## src/rtl/seg7_pkg.sv

```systemverilog
// Shared definitions for the 8-digit seven-segment scan controller:
// FSM state encoding, digit-count constants and a wrap-detection helper.
package seg7_pkg;

  // Number of multiplexed digits and the width of a digit index.
  localparam int NUM_DIGITS = 8;
  localparam int SCAN_W     = 3;

  // Scan FSM states. IDLE and BLANK keep all anodes dark; SHOW drives one digit.
  typedef enum logic [1:0] {
    ST_IDLE  = 2'd0,
    ST_BLANK = 2'd1,
    ST_SHOW  = 2'd2
  } state_t;

  // An advance wraps (closes a frame) when the new index is not above the old one.
  // A lone enabled digit advances onto itself, which also counts as a wrap.
  function automatic logic seg7_wraps(input logic [SCAN_W-1:0] new_idx,
                                      input logic [SCAN_W-1:0] old_idx);
    return (new_idx <= old_idx);
  endfunction

endpackage

```

## src/rtl/seg7_next_digit.sv

```systemverilog
// Wrap-around priority search: returns the first set mask bit strictly above
// 'cur', continuing from bit 0 after bit 7 and finally reaching 'cur' itself.
// With cur = 7 the result is the lowest set bit of the mask.
module seg7_next_digit
  import seg7_pkg::*;
(
  input  logic [SCAN_W-1:0]     cur,
  input  logic [NUM_DIGITS-1:0] mask,
  output logic [SCAN_W-1:0]     nxt,
  output logic                  found,
  output logic                  wrap
);

  logic [2*NUM_DIGITS-1:0] dbl_s;
  logic [3:0]              shift_s;
  logic [NUM_DIGITS-1:0]   rot_s;
  logic [SCAN_W-1:0]       off_s;

  // Rotate the mask so bit 0 is the digit just above 'cur', then take the lowest set bit.
  always_comb begin
    dbl_s   = {mask, mask};
    shift_s = {1'b0, cur} + 4'd1;
    rot_s   = NUM_DIGITS'(dbl_s >> shift_s);
    found   = 1'b0;
    off_s   = 3'd0;
    // Walk downwards so the lowest set bit is the last one written.
    for (int k = NUM_DIGITS - 1; k >= 0; k--) begin
      if (rot_s[k]) begin
        found = 1'b1;
        off_s = 3'(k);
      end else begin
        found = found;
      end
    end
    if (found) begin
      nxt  = cur + 3'd1 + off_s;
      wrap = seg7_wraps(nxt, cur);
    end else begin
      nxt  = cur;
      wrap = 1'b0;
    end
  end

endmodule

```

## src/rtl/seg7_scan_ctrl.sv

```systemverilog
// Eight-digit seven-segment scan controller. Cycles through the enabled
// digits with a blanking gap between each, and double-buffers display data
// so a new load only becomes visible at a frame boundary (no tearing).
module seg7_scan_ctrl
  import seg7_pkg::*;
#(
  parameter int DWELL     = 50000,
  parameter int BLANK_CYC = 8
) (
  input  logic        clk,
  input  logic        rst,
  input  logic        en,
  input  logic [7:0]  digit_en,
  input  logic        load,
  input  logic [31:0] hexs_in,
  input  logic [7:0]  point_in,
  input  logic [7:0]  les_in,
  output logic [2:0]  scan,
  output logic [31:0] hexs,
  output logic [7:0]  point,
  output logic [7:0]  les,
  output logic        blank,
  output logic        busy,
  output logic        load_ack,
  output logic        frame_start
);

  // One shared timer covers both the blanking gap and the dwell.
  localparam int TMAX = (DWELL > BLANK_CYC) ? DWELL : BLANK_CYC;
  localparam int TW   = (TMAX > 1) ? $clog2(TMAX) : 1;
  localparam logic [TW-1:0] DWELL_LAST = TW'(DWELL - 1);
  localparam logic [TW-1:0] BLANK_LAST = TW'(BLANK_CYC - 1);

  // Scan sequencing state.
  state_t            state_r, state_nx_s;
  logic [TW-1:0]     timer_r, timer_nx_s;
  logic [SCAN_W-1:0] scan_r, scan_nx_s;
  logic              parked_r, parked_nx_s;
  logic              blank_r;
  logic              frame_start_r;
  logic              boundary_s;

  // Display data: committed copy plus pending buffer.
  logic [31:0]       hexs_r, pend_hexs_r;
  logic [7:0]        point_r, pend_point_r;
  logic [7:0]        les_r, pend_les_r;
  logic              busy_r, busy_nx_s;
  logic              load_ack_r;
  logic              commit_s;
  logic              take_s;

  // Next-digit search.
  logic [SCAN_W-1:0] search_cur_s;
  logic [SCAN_W-1:0] nd_s;
  logic              nd_found_s;
  logic              nd_wrap_s;

  // From IDLE the search starts above digit 7, yielding the lowest enabled digit.
  always_comb begin
    if (state_r == ST_IDLE) begin
      search_cur_s = 3'd7;
    end else begin
      search_cur_s = scan_r;
    end
  end

  seg7_next_digit u_next_digit (
    .cur   (search_cur_s),
    .mask  (digit_en),
    .nxt   (nd_s),
    .found (nd_found_s),
    .wrap  (nd_wrap_s)
  );

  // Next-state logic: phase timing, digit advance and frame-boundary detection.
  always_comb begin
    state_nx_s  = state_r;
    timer_nx_s  = timer_r;
    scan_nx_s   = scan_r;
    parked_nx_s = parked_r;
    boundary_s  = 1'b0;
    if (!en) begin
      // Disabling drops straight to dark; scan position and pending data survive.
      state_nx_s  = ST_IDLE;
      timer_nx_s  = {TW{1'b0}};
      parked_nx_s = 1'b0;
    end else begin
      case (state_r)
        ST_IDLE: begin
          if (nd_found_s) begin
            state_nx_s = ST_BLANK;
            timer_nx_s = {TW{1'b0}};
            scan_nx_s  = nd_s;
            boundary_s = 1'b1;
          end else begin
            state_nx_s = ST_IDLE;
          end
        end
        ST_BLANK: begin
          if (timer_r == BLANK_LAST) begin
            timer_nx_s = {TW{1'b0}};
            if (!parked_r) begin
              state_nx_s = ST_SHOW;
            end else if (nd_found_s) begin
              // Mask was empty at the last advance; resume from the parked index.
              state_nx_s  = ST_SHOW;
              parked_nx_s = 1'b0;
              scan_nx_s   = nd_s;
              boundary_s  = nd_wrap_s;
            end else begin
              // Still nothing enabled: re-arm another blanking period.
              state_nx_s = ST_BLANK;
            end
          end else begin
            timer_nx_s = timer_r + TW'(1'b1);
          end
        end
        ST_SHOW: begin
          if (timer_r == DWELL_LAST) begin
            // digit_en is only looked at here, so a dwell is never cut short.
            timer_nx_s = {TW{1'b0}};
            state_nx_s = ST_BLANK;
            if (nd_found_s) begin
              scan_nx_s  = nd_s;
              boundary_s = nd_wrap_s;
            end else begin
              parked_nx_s = 1'b1;
            end
          end else begin
            timer_nx_s = timer_r + TW'(1'b1);
          end
        end
        default: begin
          state_nx_s  = ST_IDLE;
          timer_nx_s  = {TW{1'b0}};
          parked_nx_s = 1'b0;
        end
      endcase
    end
  end

  // Sequencer registers; blank and frame_start are registered alongside the state.
  always_ff @(posedge clk) begin
    if (rst) begin
      state_r       <= ST_IDLE;
      timer_r       <= {TW{1'b0}};
      scan_r        <= 3'd0;
      parked_r      <= 1'b0;
      blank_r       <= 1'b1;
      frame_start_r <= 1'b0;
    end else begin
      state_r       <= state_nx_s;
      timer_r       <= timer_nx_s;
      scan_r        <= scan_nx_s;
      parked_r      <= parked_nx_s;
      blank_r       <= (state_nx_s != ST_SHOW);
      frame_start_r <= boundary_s;
    end
  end

  // Load handshake: commit at a boundary, and a same-cycle load refills the buffer.
  always_comb begin
    commit_s = boundary_s & busy_r;
    take_s   = load & (~busy_r | commit_s);
    if (commit_s) begin
      busy_nx_s = load;
    end else begin
      busy_nx_s = busy_r | load;
    end
  end

  // Display data registers: pending capture and frame-aligned commit.
  always_ff @(posedge clk) begin
    if (rst) begin
      pend_hexs_r  <= 32'd0;
      pend_point_r <= 8'd0;
      pend_les_r   <= 8'd0;
      hexs_r       <= 32'd0;
      point_r      <= 8'd0;
      les_r        <= 8'd0;
      busy_r       <= 1'b0;
      load_ack_r   <= 1'b0;
    end else begin
      busy_r     <= busy_nx_s;
      load_ack_r <= commit_s;
      if (take_s) begin
        pend_hexs_r  <= hexs_in;
        pend_point_r <= point_in;
        pend_les_r   <= les_in;
      end
      if (commit_s) begin
        hexs_r  <= pend_hexs_r;
        point_r <= pend_point_r;
        les_r   <= pend_les_r;
      end
    end
  end

  assign scan        = scan_r;
  assign hexs        = hexs_r;
  assign point       = point_r;
  assign les         = les_r;
  assign blank       = blank_r;
  assign busy        = busy_r;
  assign load_ack    = load_ack_r;
  assign frame_start = frame_start_r;

endmodule
```

## config.mk

```make
export PLATFORM = sky130hd
export DESIGN_NAME = seg7_scan_ctrl
export DESIGN_NICKNAME = d
export VERILOG_FILES = /design/src/rtl/seg7_pkg.sv /design/src/rtl/seg7_next_digit.sv /design/src/rtl/seg7_scan_ctrl.sv
export SDC_FILE = /design/constraint.sdc
export NUM_CORES = 1
export LEC_CHECK = 0
export BUFFER_PORTS_ARGS = -buffer_cell sky130_fd_sc_hd__buf_2
export CAP_MARGIN = 20
export CELL_PAD_IN_SITES_DETAIL_PLACEMENT = 1
export CELL_PAD_IN_SITES_GLOBAL_PLACEMENT = 2
export CORE_ASPECT_RATIO = 0.9
export CORE_MARGIN = 2
export CORE_UTILIZATION = 36
export DETAILED_ROUTE_END_ITERATION = 7
export GPL_ROUTABILITY_DRIVEN = 0
export GPL_TIMING_DRIVEN = 0
export PLACE_DENSITY = 0.93
export SETUP_SLACK_MARGIN = 0.05
export SYNTH_ARGS = -nofsm -noshare
export SYNTH_HDL_FRONTEND = slang
export SYNTH_HIERARCHICAL = 1
export SYNTH_SLANG_ARGS = --single-unit
```

## constraint.sdc

```tcl
create_clock -name clk -period 12.61 [get_ports clk]
set_input_delay 2.522 -clock clk [delete_from_list [all_inputs] [get_ports clk]]
set_output_delay 2.522 -clock clk [all_outputs]
set_load 0.01 [all_outputs]
```

==> results of run 1 <==
-- cell families after synthesis --
| group | Yosys count | synth area share |
|---|---|---|
| and+or+nand+nor | 289 | 0.265 |
| DFF | 122 | 0.431 |
| xor gates and xnor gates | 15 | 0.0232 |
| AOI/OAI and AO/OA | 77 | 0.0800 |
| adders and majority gates | 11 | 0.0254 |
| buffers and inverters | 44 | 0.0406 |
| muxes | 66 | 0.135 |
-- worst register-to-register path: stages, from the launching register on --
cell	delay [ps]
dfxtp_1	400
inv_1	100
ha_1	300
or2_2	340
buf_6	160
mux4_2	510
nor3b_1	180
a211oi_1	260
a2bb2oi_1	340
ha_1	220
fa_1	430
inv_1	80
ha_1	230
nor2b_1	140
o21a_1	160
o21ai_0	130
and2_1	150
nor2_1	40
nor2_1	190
o211ai_1	270
buf_2	280
clkbuf_1	290
nand2_1	140
a21oi_1	80
-- worst max path at each step --
stage,from,end,slack (ps),depth (start not counted)
floorplan,digit_en[1],pend_hexs_r[10],6550,19
global placement,digit_en[1],les[4],5820,20
detailed placement,digit_en[1],les[6],5670,20
CTS,digit_en[1],point[4],6110,20
global route,digit_en[1],les[5],5810,20
finish,digit_en[1],point[4],6080,20
-- stage by stage --
stage | setup WS, ps | cell area [µm²] | util
final | 6080 | 7070 | 0.460
after global routing | 5810 | 7070 | 0.459
after CTS | 6110 | 7070 | 0.459
after detailed placement | 5670 | 6490 | 0.422
after global placement | 5820 | 6490 | 0.422
after floorplan | 6550 | 5660 | -
-- cells in the final DEF (no fill, tap or decap), drive strengths merged, types with 4 or more instances in the layout --
| cell type | n |
|---|---|
| ha | 9 |
| and3 | 4 |
| nor4 | 4 |
| xnor2 | 6 |
| nand3 | 10 |
| inv | 8 |
| clkbuf | 41 |
| clkinv | 4 |
| mux2i | 58 |
| dfxtp | 122 |
| mux4 | 8 |
| and2 | 6 |
| nand2b | 99 |
| nor2b | 5 |
| o21ai | 7 |
| clkinvlp | 5 |
| nor2 | 32 |
| nand2 | 104 |
| nand4 | 6 |
| xor2 | 9 |
| a21oi | 54 |
| buf | 130 |
-- where the power goes --
part / internal (W) / switching (W)
Clock: 0.000300 / 0.000178
Combinational: 0.0000535 / 0.0000626
Sequential: 0.000401 / 0.00000913
-- state kept, by name (all words and copies together) (netlist names) --
signal        flops
scan              3
pend_les_r        8
busy              1
blank             1
point             8
load_ack          1
les               8
state_r           2
parked_r          1
pend_point_r      8
hexs             32
timer_r          16
frame_start       1
pend_hexs_r      32
-- final cells by class --
class	count	area, µm²
fillers	1855	8310
multi-input cells	458	2990
flip-flops and latches	122	2440
repair buffers	114	571
clock buffers	21	460
well taps	202	253
plain buffers	36	200
clock inverters	11	121
inverters	8	30.0
diodes	2	5.00
-- layer usage --
layer,wire (µm),track usage,vias to the layer above
li1,-,-,2364
met1,6930,0.232,2297
met2,7650,0.339,109
met3,702,0.0447,23
met4,298,0.0827,0
met5,0,0,-
==> results.txt, run 1 <==
The launch point of the worst hold path was hexs[10]. The leakage dissipation was 2.89 nW; the worst hold slack after final layout was 452 ps. During I/O placement, the number of pins put on the boundary was 115. Yosys printed 6 warnings. The count of final max-slew check failures was 0. Buffers inserted to repair hold after CTS numbered 0. The main flop type after synthesis was dfxtp_1. The hold-critical path endpoint was hexs[10]. Counting every sink on the clock net gives 122. Kind of cell with the highest combined delay on the critical path: compound AO/OA/AOI/OAI gates. The final layout contains 827 nets. The first global-routing pass estimated 25,400 µm of wire. The total of endpoints with negative setup slack in the final report was 0.

Sorting the synthesized cells by area gives the leading types as dfxtp_1 43%, nand2b_1 11%, mux2i_1 10%. The logs give 624 for the synthesized netlist cell count and 0 for the initial antenna violation count. At the later pin of the worst-skew pair, clock insertion delay measures 420 ps. The tools report the number of buffers on the longest clock path as 2. Row generation in the floorplan step produced 43 rows.

The area of the mapped netlist is 0.00566 mm². The share of the synthesized area in the top cell type works out to 0.431. The worst setup path is captured at a flop. The fraction of synthesis flops using an asynchronous set or reset pin came out at 0. The launch instance of the worst register-to-register path is state_r[1]. At the pin with the least slew margin, the transition time is 797 ps.

Among all cell types in the netlist, the one instantiated most often is dfxtp_1. Critical-path cell with the highest stage delay: mux4_2. The wire-length estimate of the detail-placed layout is 11,500 µm.

The category of the most critical setup path is input port to flop. The area enclosed by the die boundary was 0.0168 mm². Largest area contributor in the netlist: dfxtp_1. The die boundary height was 123 µm. The run gives 0 as the post-CTS setup-driven buffer insertion count. Normalized max-slew margin: 0.464.

The largest single stage delay on the critical path is 550 ps. The worst register-to-register path ends at point[4]. After clock tree synthesis, the clock-pin slew on the worst setup and hold paths is 50 ps.

Setup repair after global routing left no endpoint under its margin. The count of flip-flops with a built-in enable after synthesis works out to 0. The run finished with clean final reports.

The logs give 5,164 for the number of global-route vias before repair and 974 for the final instance count without filler cells. The number of cells traversed by the worst register-to-register path works out to 23. The mean instance size in the synthesized netlist is 9.08 µm². Max-cap violations in this run came to 0. For the peak supply drop, the log shows 0.104 mV. The total area inside the core boundary comes to 0.0154 mm².

The largest fanout on the critical path was 10; the detail-routed net length per standard cell was 16.0 µm. The post-route clock period utilization was 0.518; the via total after detailed routing was 4,793. The share of final-layout standard cells stronger than drive strength 1 is 0.234, and the pin count of the biggest net entering global routing is 17. Dividing total power by cell area gives a power density of 142 mW/mm². Subtracting the final worst setup slack from the clock period gives 6530 ps. The width of the die works out to 136 µm. The category of the worst setup path launch point was an input port. The critical path goes through buf_2, mux4_2, nor3b_1, a211oi_1, a2bb2oi_1, ha_1, fa_1, inv_1, ha_1, nor2b_1, o21a_1, o21ai_0, and2_1, nor2_1, nor2_1, o211ai_1, buf_2, clkbuf_1, nand2_1, a21oi_1. For this run, the detailed router's first-pass iteration total came to 5. The fraction of the yosys area taken by sequential cells was 0.431; the worst hold path stage count was 2. Timing-limited maximum frequency: 153 MHz. The clock skew was 7.16 ps; the CTS H-tree depth was 4. The count of buffers added on input and output ports is 114. The worst hold path belongs to the class flop to flop. The arrival time of data at the critical path endpoint is 6810 ps. Setup total negative slack on the finished layout was measured at 0 ps. Gates resized during post-CTS repair numbered 0.

Compared with the post-synthesis result, the final layout area differs by 24.9%. The logs give 0 for the hold violation total from the final report and 0 for the post-route antenna net violation count. For the worst setup path, the data required time is 12,890 ps.

The aggregate global routing overflow is 0. The setup check on the worst reg-to-reg path leaves a slack of 7040 ps. The logs give 0.368 for the effective utilization at floorplan and 694 for the total nets after synthesis.

Counting both buffers and inverters, the worst setup path holds a total of 4. The design draws 0.00100 W. Summed over all layers, the routed wires come to 15,600 µm. The via-per-instance ratio works out to 4.92. TritonCTS built the clock tree. Synthesis instantiated 52 different standard cells from the library.

The number of placed instances with taps included came out at 940. After detailed routing, the number of remaining DRC violations is 0. Clock root buffer: clkbuf_16. In this run, synthesis produced a sequential element count of 122. The total routing usage reported by global routing was 0.195; the number of DRC markers in iteration 0 was 139.

Total CTS buffers: 17. The commonest cells after synthesis are 122 x dfxtp_1, 104 x nand2_1, 99 x nand2b_1.
Power figures use the tool's default switching activity.
==> inputs of run 2 (changes only) <==
--- a/config.mk
+++ b/config.mk
@@ -11,11 +11,11 @@
 export CELL_PAD_IN_SITES_GLOBAL_PLACEMENT = 2
 export CORE_ASPECT_RATIO = 0.9
 export CORE_MARGIN = 2
-export CORE_UTILIZATION = 36
+export CORE_UTILIZATION = 33
 export DETAILED_ROUTE_END_ITERATION = 7
 export GPL_ROUTABILITY_DRIVEN = 0
 export GPL_TIMING_DRIVEN = 0
-export PLACE_DENSITY = 0.93
+export PLACE_DENSITY = 0.87
 export SETUP_SLACK_MARGIN = 0.05
 export SYNTH_ARGS = -nofsm -noshare
 export SYNTH_HDL_FRONTEND = slang
==> constraint.sdc (replaced) <==
create_clock -name clk -period 6.5 [get_ports clk]
set_input_delay 1.3 -clock clk [delete_from_list [all_inputs] [get_ports clk]]
set_output_delay 1.3 -clock clk [all_outputs]
set_load 0.01 [all_outputs]
==> run 2 against run 1 <==
Effect of this change:
- global-route usage fell by 2.0 points
- sequential power rose by 94%
- design area rose by 0.88%
- hold slack got worse by 0.57 ps
- die area rose by 8.8%
- critical path type is now flop to flop
- critical endpoint is now point[0]
==> results.txt, run 2 (synthesis results as in run 1) <==
The clock share of power is 0.499 (was 0.476). Setup TNS: 0 ps (unchanged). The via-per-instance ratio came out at 4.94 (was 4.92). The width of the die is 142 µm (was 136 µm).

The aggregate global routing overflow is 0 (unchanged), and the detail-routed net length per standard cell is 16.0 µm (about the same). The wire length of the first global-routing pass is 25,000 µm (was 25,400 µm), and the CTS H-tree depth is 4 (unchanged). The largest fanout on the critical path came out at 10 (unchanged).

Number of DRC markers in iteration 0: 167 (was 139). The share of final-layout standard cells stronger than drive strength 1 is 0.235 (was 0.234), and the half-perimeter wire length after placement is 11,700 µm (was 11,500 µm). The die boundary height is 128 µm (was 123 µm), and the normalized max-slew margin is 0.536 (was 0.464). Clock-pin slew reported for the worst setup and hold paths after clock tree synthesis: 60 ps (was 50 ps).

The transition time at the pin with the least slew margin was 689 ps (was 797 ps); the final design utilization was 0.424 (was 0.460). Clock period minus final worst setup slack: 5600 ps. The run gives 420 ps (about the same) as the insertion delay of the later-clocked pin in the worst-skew pair. The reported net switching power is 0.000502 W (was 0.000250 W), and the total of buffers placed on input and output ports is 114 (unchanged). The tools report the category of the worst setup path launch point as a flop (was an input port).

The post-CTS setup-driven buffer insertion count is 0 (unchanged). The relative area change from synthesis to final layout came out at 26.0% (was 24.9%). For the number of violations of the max-capacitance limit, the log shows 0 (unchanged). The floorplan row count came out at 45 (was 43). The total CTS buffers came out at 17 (unchanged). The tools report the critical path launch point as state_r[1] (was digit_en[1]). The run gives 0.192 mV (was 0.104 mV) as the peak supply drop. The tools report the remaining design rule violation count as 0 (unchanged). Total length of routed wires: 15,700 µm (was 15,600 µm). Most frequent cells in the layout: 122 x dfxtp_1, 121 x buf_2, 104 x nand2_1 (unchanged). The part of the power in registers is 0.390 (was 0.409), and the timing-limited maximum frequency is 179 MHz. The power density of the placed cells was 286 mW/mm² (was 142 mW/mm²). The run gives 4,848 (was 4,793) as the via total after detailed routing. The area enclosed by the die boundary is 0.0182 mm² (was 0.0168 mm²), and the fraction of power consumed by combinational cells is 0.111 (was 0.116). The number of global-route vias before repair came out at 5,046 (was 5,164). Among the stages of the critical path, the cell type that occurs most often is ha_1. The endpoint required time on the critical path came out at 6780 ps (was 12,890 ps). Clock root buffer: clkbuf_16 (unchanged).

The run finished with clean final reports. The total routing usage reported by global routing is 0.175 (was 0.195), and the pin count of the biggest net entering global routing is 17 (unchanged). Total of hold buffers inserted after clock tree synthesis: 0 (unchanged). The effective utilization at floorplan is 0.336 (was 0.368). The clock skew is 7.13 ps (was 7.16 ps). The most common cell after layout, fill and taps aside is dfxtp_1 (unchanged). The post-route clock period utilization came out at 0.861. The run gives 0.00154 W (was 0.000755 W) as the internal portion of total power.

The tools report the post-route antenna net violation count as 0 (unchanged). The launch instance of the worst register-to-register path is state_r[1] (unchanged). The type of the tightest min-delay check is flop to flop (unchanged). The number of buffers on the longest clock path was 2 (unchanged). The critical-path cell with the highest stage delay is mux4_2 (unchanged). The switching portion of total power works out to 0.246 (was 0.249). The leakage dissipation came out at 2.92 nW (was 2.89 nW). The critical path capture point type is a flop (unchanged). The core area was 0.0168 mm² (was 0.0154 mm²). The total of endpoints with negative setup slack in the final report is 0 (unchanged).

TritonCTS built the clock tree. The launch point of the worst hold path was pend_hexs_r[5] (was hexs[10]). The longest individual stage delay on the worst path is 500 ps (was 550 ps), and the number of gates resized after cts is 0 (unchanged). The number of sinks handled by clock tree synthesis came out at 122 (unchanged). Setup repair after global routing left no endpoint under its margin.

The logs give 115 (unchanged) for the number of ports placed on the die boundary and 0 (unchanged) for the count of final max-slew check failures. The run gives 0 (unchanged) as the hold violation total from the final report. The category of the most critical setup path is flop to flop (was input port to flop). The run gives 827 (unchanged) as the net count of the finished layout.

The initial antenna violation count is 1 (was 0). Cells traversed along the worst timing path: inv_1, ha_1, or2_2, buf_6, mux4_2, nor3b_1, a211oi_1, a2bb2oi_1, ha_1, fa_1, inv_1, ha_1, nor2b_1, o21a_1, o21ai_0, and2_1, nor2_1, nor2_1, o211ai_1, buf_2, clkbuf_1, nand2_1, a21oi_1 (was buf_2, mux4_2, nor3b_1, a211oi_1, a2bb2oi_1, ha_1, fa_1, inv_1, ha_1, nor2b_1, o21a_1, o21ai_0, and2_1, nor2_1, nor2_1, o211ai_1, buf_2, clkbuf_1, nand2_1, a21oi_1). The number of detailed-route iterations in the first pass was 4 (was 5). The run gives 5870 ps (was 6810 ps) as the arrival time of data at the critical path endpoint.
-- run 2: cell count changes in the layout (fill, tap and decap cells not counted) --
cell        delta
bufinv_16      +2
clkbuf_1       -1
clkinvlp_4     -3
clkinv_4       +3
diode_2        -1
inv_6          +2
clkbuf_8       -1
clkinv_2       -2
-- run 2: critical path: cells and delay by family (launching register included) --
kind,cells,cell delay (ps)
AOI/OAI and AO/OA,6,1250
adders and majority gates,4,1200
buffers and inverters,5,890
DFF,1,390
muxes,1,500
and+or+nand+nor,7,1200
-- run 2: layer usage --
metal | track usage | part of all wire | vias up | wire, µm
met1 | 0.212 | 0.46 | 2367 | 7190
met4 | 0.0835 | 0.024 | 0 | 373
met3 | 0.0329 | 0.031 | 27 | 491
met5 | 0 | 0 | - | 0
li1 | - | - | 2362 | -
met2 | 0.300 | 0.49 | 92 | 7630
-- run 2: path summary, 6_finish.rpt --
kind	endpoint	slack (ps)	depth (start not counted)
worst min register to register	hexs[5]	450	2
worst min-delay path	hexs[5]	450	2
worst max register to register	point[0]	900	23
worst max-delay path	point[0]	900	23
-- run 2: stage by stage --
stage,hold slack [ps],instance area (µm²),power [W],worst slack (ps),instances
2_1_floorplan,432,5660,0.000963,1660,624
3_3_place_gp,439,6500,0.00103,969,949
3_5_place_dp,447,6500,0.00104,783,949
4_1_cts,452,7130,0.00206,922,981
5_1_grt,469,7140,0.00212,525,982
6_report,451,7140,0.00204,904,982
-- run 2: area by class of cell --
cell class	instances	area [µm²]
diodes	1	2.50
fillers	2001	9700
multi-input cells	458	2990
well taps	211	264
flip-flops and latches	122	2440
clock inverters	13	193
plain buffers	36	200
inverters	8	30.0
clock buffers	19	443
repair buffers	114	571
-- run 2: power groups by stage --
stage | sequential, W | clock, W | combinational [W]
detailed placement | 0.000812 | 0 | 0.000227
finish | 0.000796 | 0.00102 | 0.000227
global route | 0.000799 | 0.00107 | 0.000249
CTS | 0.000796 | 0.00103 | 0.000229
floorplan | 0.000811 | 0 | 0.000151
global placement | 0.000810 | 0 | 0.000217
==> inputs of run 3 (changes only) <==
--- a/config.mk
+++ b/config.mk
@@ -15,7 +15,7 @@
 export DETAILED_ROUTE_END_ITERATION = 7
 export GPL_ROUTABILITY_DRIVEN = 0
 export GPL_TIMING_DRIVEN = 0
-export PLACE_DENSITY = 0.87
+export PLACE_DENSITY_LB_ADDON = 0.1
 export SETUP_SLACK_MARGIN = 0.05
 export SYNTH_ARGS = -nofsm -noshare
 export SYNTH_HDL_FRONTEND = slang
==> run 3 against run 2 <==
Effect of this change:
- combinational power about the same
- hold slack improved by 0.91 ps
- critical endpoint is now point[4]
- first-iteration DRC count decreased by 14%
- sequential cell count unchanged
- highest routed layer is now met5
- clock power decreased by 3%
- largest power group unchanged
- largest cell class unchanged
- count of clock-buffer cells in the layout decreased by 2
==> results.txt, run 3 (synthesis results as in run 1) <==
The flow ran to the end, and the final reports show no timing, DRC or antenna violations. For the number of global-route vias before repair, the log shows 5,125 (was 5,046). The logs give 0.409 (was 0.536) for the normalized max-slew margin and 0 (unchanged) for the aggregate global routing overflow. The tools report the cell area after layout as 0.00712 mm² (was 0.00714 mm²). Power density of the placed cells: 282 mW/mm² (was 286 mW/mm²). TritonCTS built the clock tree. The worst hold slack after final layout came out at 452 ps (was 451 ps). The tools report the critical path capture point type as a flop (unchanged). The run gives 0.336 (unchanged) as the effective utilization at floorplan. Most frequent cells in the layout: 122 x dfxtp_1, 121 x buf_2, 104 x nand2_1 (unchanged). The insertion delay of the later-clocked pin in the worst-skew pair was 420 ps (about the same); the number of buffers on the longest clock path was 2 (unchanged). Setup repair after global routing left no endpoint under its margin. The tools report the clock skew as 15.8 ps (was 7.13 ps). The floorplan row count is 45 (unchanged), and the width of the die is 142 µm (unchanged).

The core area was 0.0168 mm² (unchanged); the wire length of the first global-routing pass was 25,400 µm (was 25,000 µm). The number of violations of the max-capacitance limit is 0 (unchanged). The hold violation total from the final report is 0 (unchanged). For the endpoint required time on the critical path, the log shows 6770 ps (was 6780 ps). The type of the tightest min-delay check was flop to flop (unchanged).

The post-route clock period utilization is 0.825 (was 0.861), and the number of detailed-route iterations in the first pass is 4 (unchanged). The clock period minus final worst setup slack came out at 5360 ps (was 5600 ps). The net count of the finished layout is 827 (unchanged), and the setup TNS is 0 ps (unchanged). Total routing usage reported by global routing: 0.178 (was 0.175). The tools report the peak supply drop as 0.170 mV (was 0.192 mV). The total CTS buffers is 17 (unchanged), and the pin count of the biggest net entering global routing is 17 (unchanged).

Most common cell after layout, fill and taps aside: dfxtp_1 (unchanged). The arrival time of data at the critical path endpoint is 5640 ps (was 5870 ps), and the via total after detailed routing is 4,758 (was 4,848). The placement-stage cell area was 0.00650 mm² (unchanged). The tools report the category of the worst setup path launch point as a flop (unchanged).

The leakage dissipation was 2.91 nW (was 2.92 nW). The count of filler cells inserted in the layout was 1,982 (was 2,001). The register area is 0.00244 mm² (unchanged).

The combined area of the multi-input logic cells was 0.00299 mm² (unchanged). The total of hold buffers inserted after clock tree synthesis is 0 (unchanged), and the remaining design rule violation count is 0 (unchanged). The transition time at the pin with the least slew margin came out at 878 ps (was 689 ps). The total of buffers placed on input and output ports was 114 (unchanged); the number of sinks handled by clock tree synthesis was 122 (unchanged).

The clock-pin slew reported for the worst setup and hold paths after clock tree synthesis is 60 ps (about the same), and the number of DRC markers in iteration 0 is 144 (was 167). The via-per-instance ratio works out to 4.85 (was 4.94). The logs give 115 (unchanged) for the number of ports placed on the die boundary and 11,600 µm (was 11,700 µm) for the half-perimeter wire length after placement. The die boundary height is 128 µm (unchanged). Clock root buffer: clkbuf_16 (unchanged).

Detail-routed net length per standard cell: 15.8 µm (was 16.0 µm). The run gives 0 (unchanged) as the total of endpoints with negative setup slack in the final report. The number of gates resized after cts was 0 (unchanged); the count of final max-slew check failures was 0 (unchanged). The total length of routed wires is 15,500 µm (was 15,700 µm), and the CTS H-tree depth is 4 (unchanged).

The share of final-layout standard cells stronger than drive strength 1 was 0.236 (was 0.235). The post-CTS setup-driven buffer insertion count is 0 (unchanged), and the timing-limited maximum frequency is 186 MHz (was 179 MHz). The category of the most critical setup path was flop to flop (unchanged). The post-route antenna net violation count was 0 (unchanged); the relative area change from synthesis to final layout was 25.6% (was 26.0%).

The initial antenna violation count came out at 2 (was 1). The area enclosed by the die boundary is 0.0182 mm² (unchanged), and the largest fanout on the critical path is 10 (unchanged).
[run 3: layer usage]
layer	track usage	routed length [µm]
met5	0	15
met4	0.0618	301
met3	0.0512	614
met2	0.304	7500
met1	0.215	7040
[run 3: worst max-delay path: stages (launching register included)]
cell	delay (ps)
dfxtp_1	390
inv_1	100
ha_1	280
or2_2	330
buf_6	160
mux4_2	510
nor3b_1	180
a211oi_1	200
a2bb2oi_1	300
ha_1	220
fa_1	430
inv_1	70
ha_1	230
nor2b_1	130
o21a_1	150
o21ai_0	170
and2_1	150
nor2_1	40
nor2_1	190
o211ai_1	210
buf_2	250
clkbuf_1	280
nand2_1	150
a21oi_1	70
[run 3: worst paths after layout]
check / startpoint / cells past startpoint / slack [ps] / endpoint
setup / recovery: state_r[1] / 23 / 1140 / point[4]
hold / removal: pend_hexs_r[21] / 2 / 450 / hexs[21]
setup reg to reg: state_r[1] / 23 / 1140 / point[4]
hold reg to reg: pend_hexs_r[21] / 2 / 450 / hexs[21]
[run 3: where the power goes]
part,switching (W),total [W],leakage (nW),internal (W)
clock,0.000376,0.000985,0.287,0.000610
combinational,0.000120,0.000224,1.63,0.000104
sequential,0.0000175,0.000796,0.993,0.000778
total,0.000513,0.00201,2.91,0.00149
[run 3: through the flow]
stage	std cells	power, W	worst slack (ps)	utilization
after floorplan	624	0.000963	1660	-
after global placement	949	0.00103	1020	0.386
after detailed placement	949	0.00104	898	0.386
after CTS	981	0.00203	1110	0.423
after global routing	981	0.00209	756	0.423
final	982	0.00201	1140	0.423
[run 3: final cells by class]
type | count | share of cell area
multi-input combinational | 458 | 0.420
sequential | 122 | 0.343
timing repair buffer | 114 | 0.0802
clock buffer | 17 | 0.0598
tap | 211 | 0.0371
buffer | 36 | 0.0281
clock inverter | 15 | 0.0267
inverter | 8 | 0.00422
antenna | 1 | 0.000352
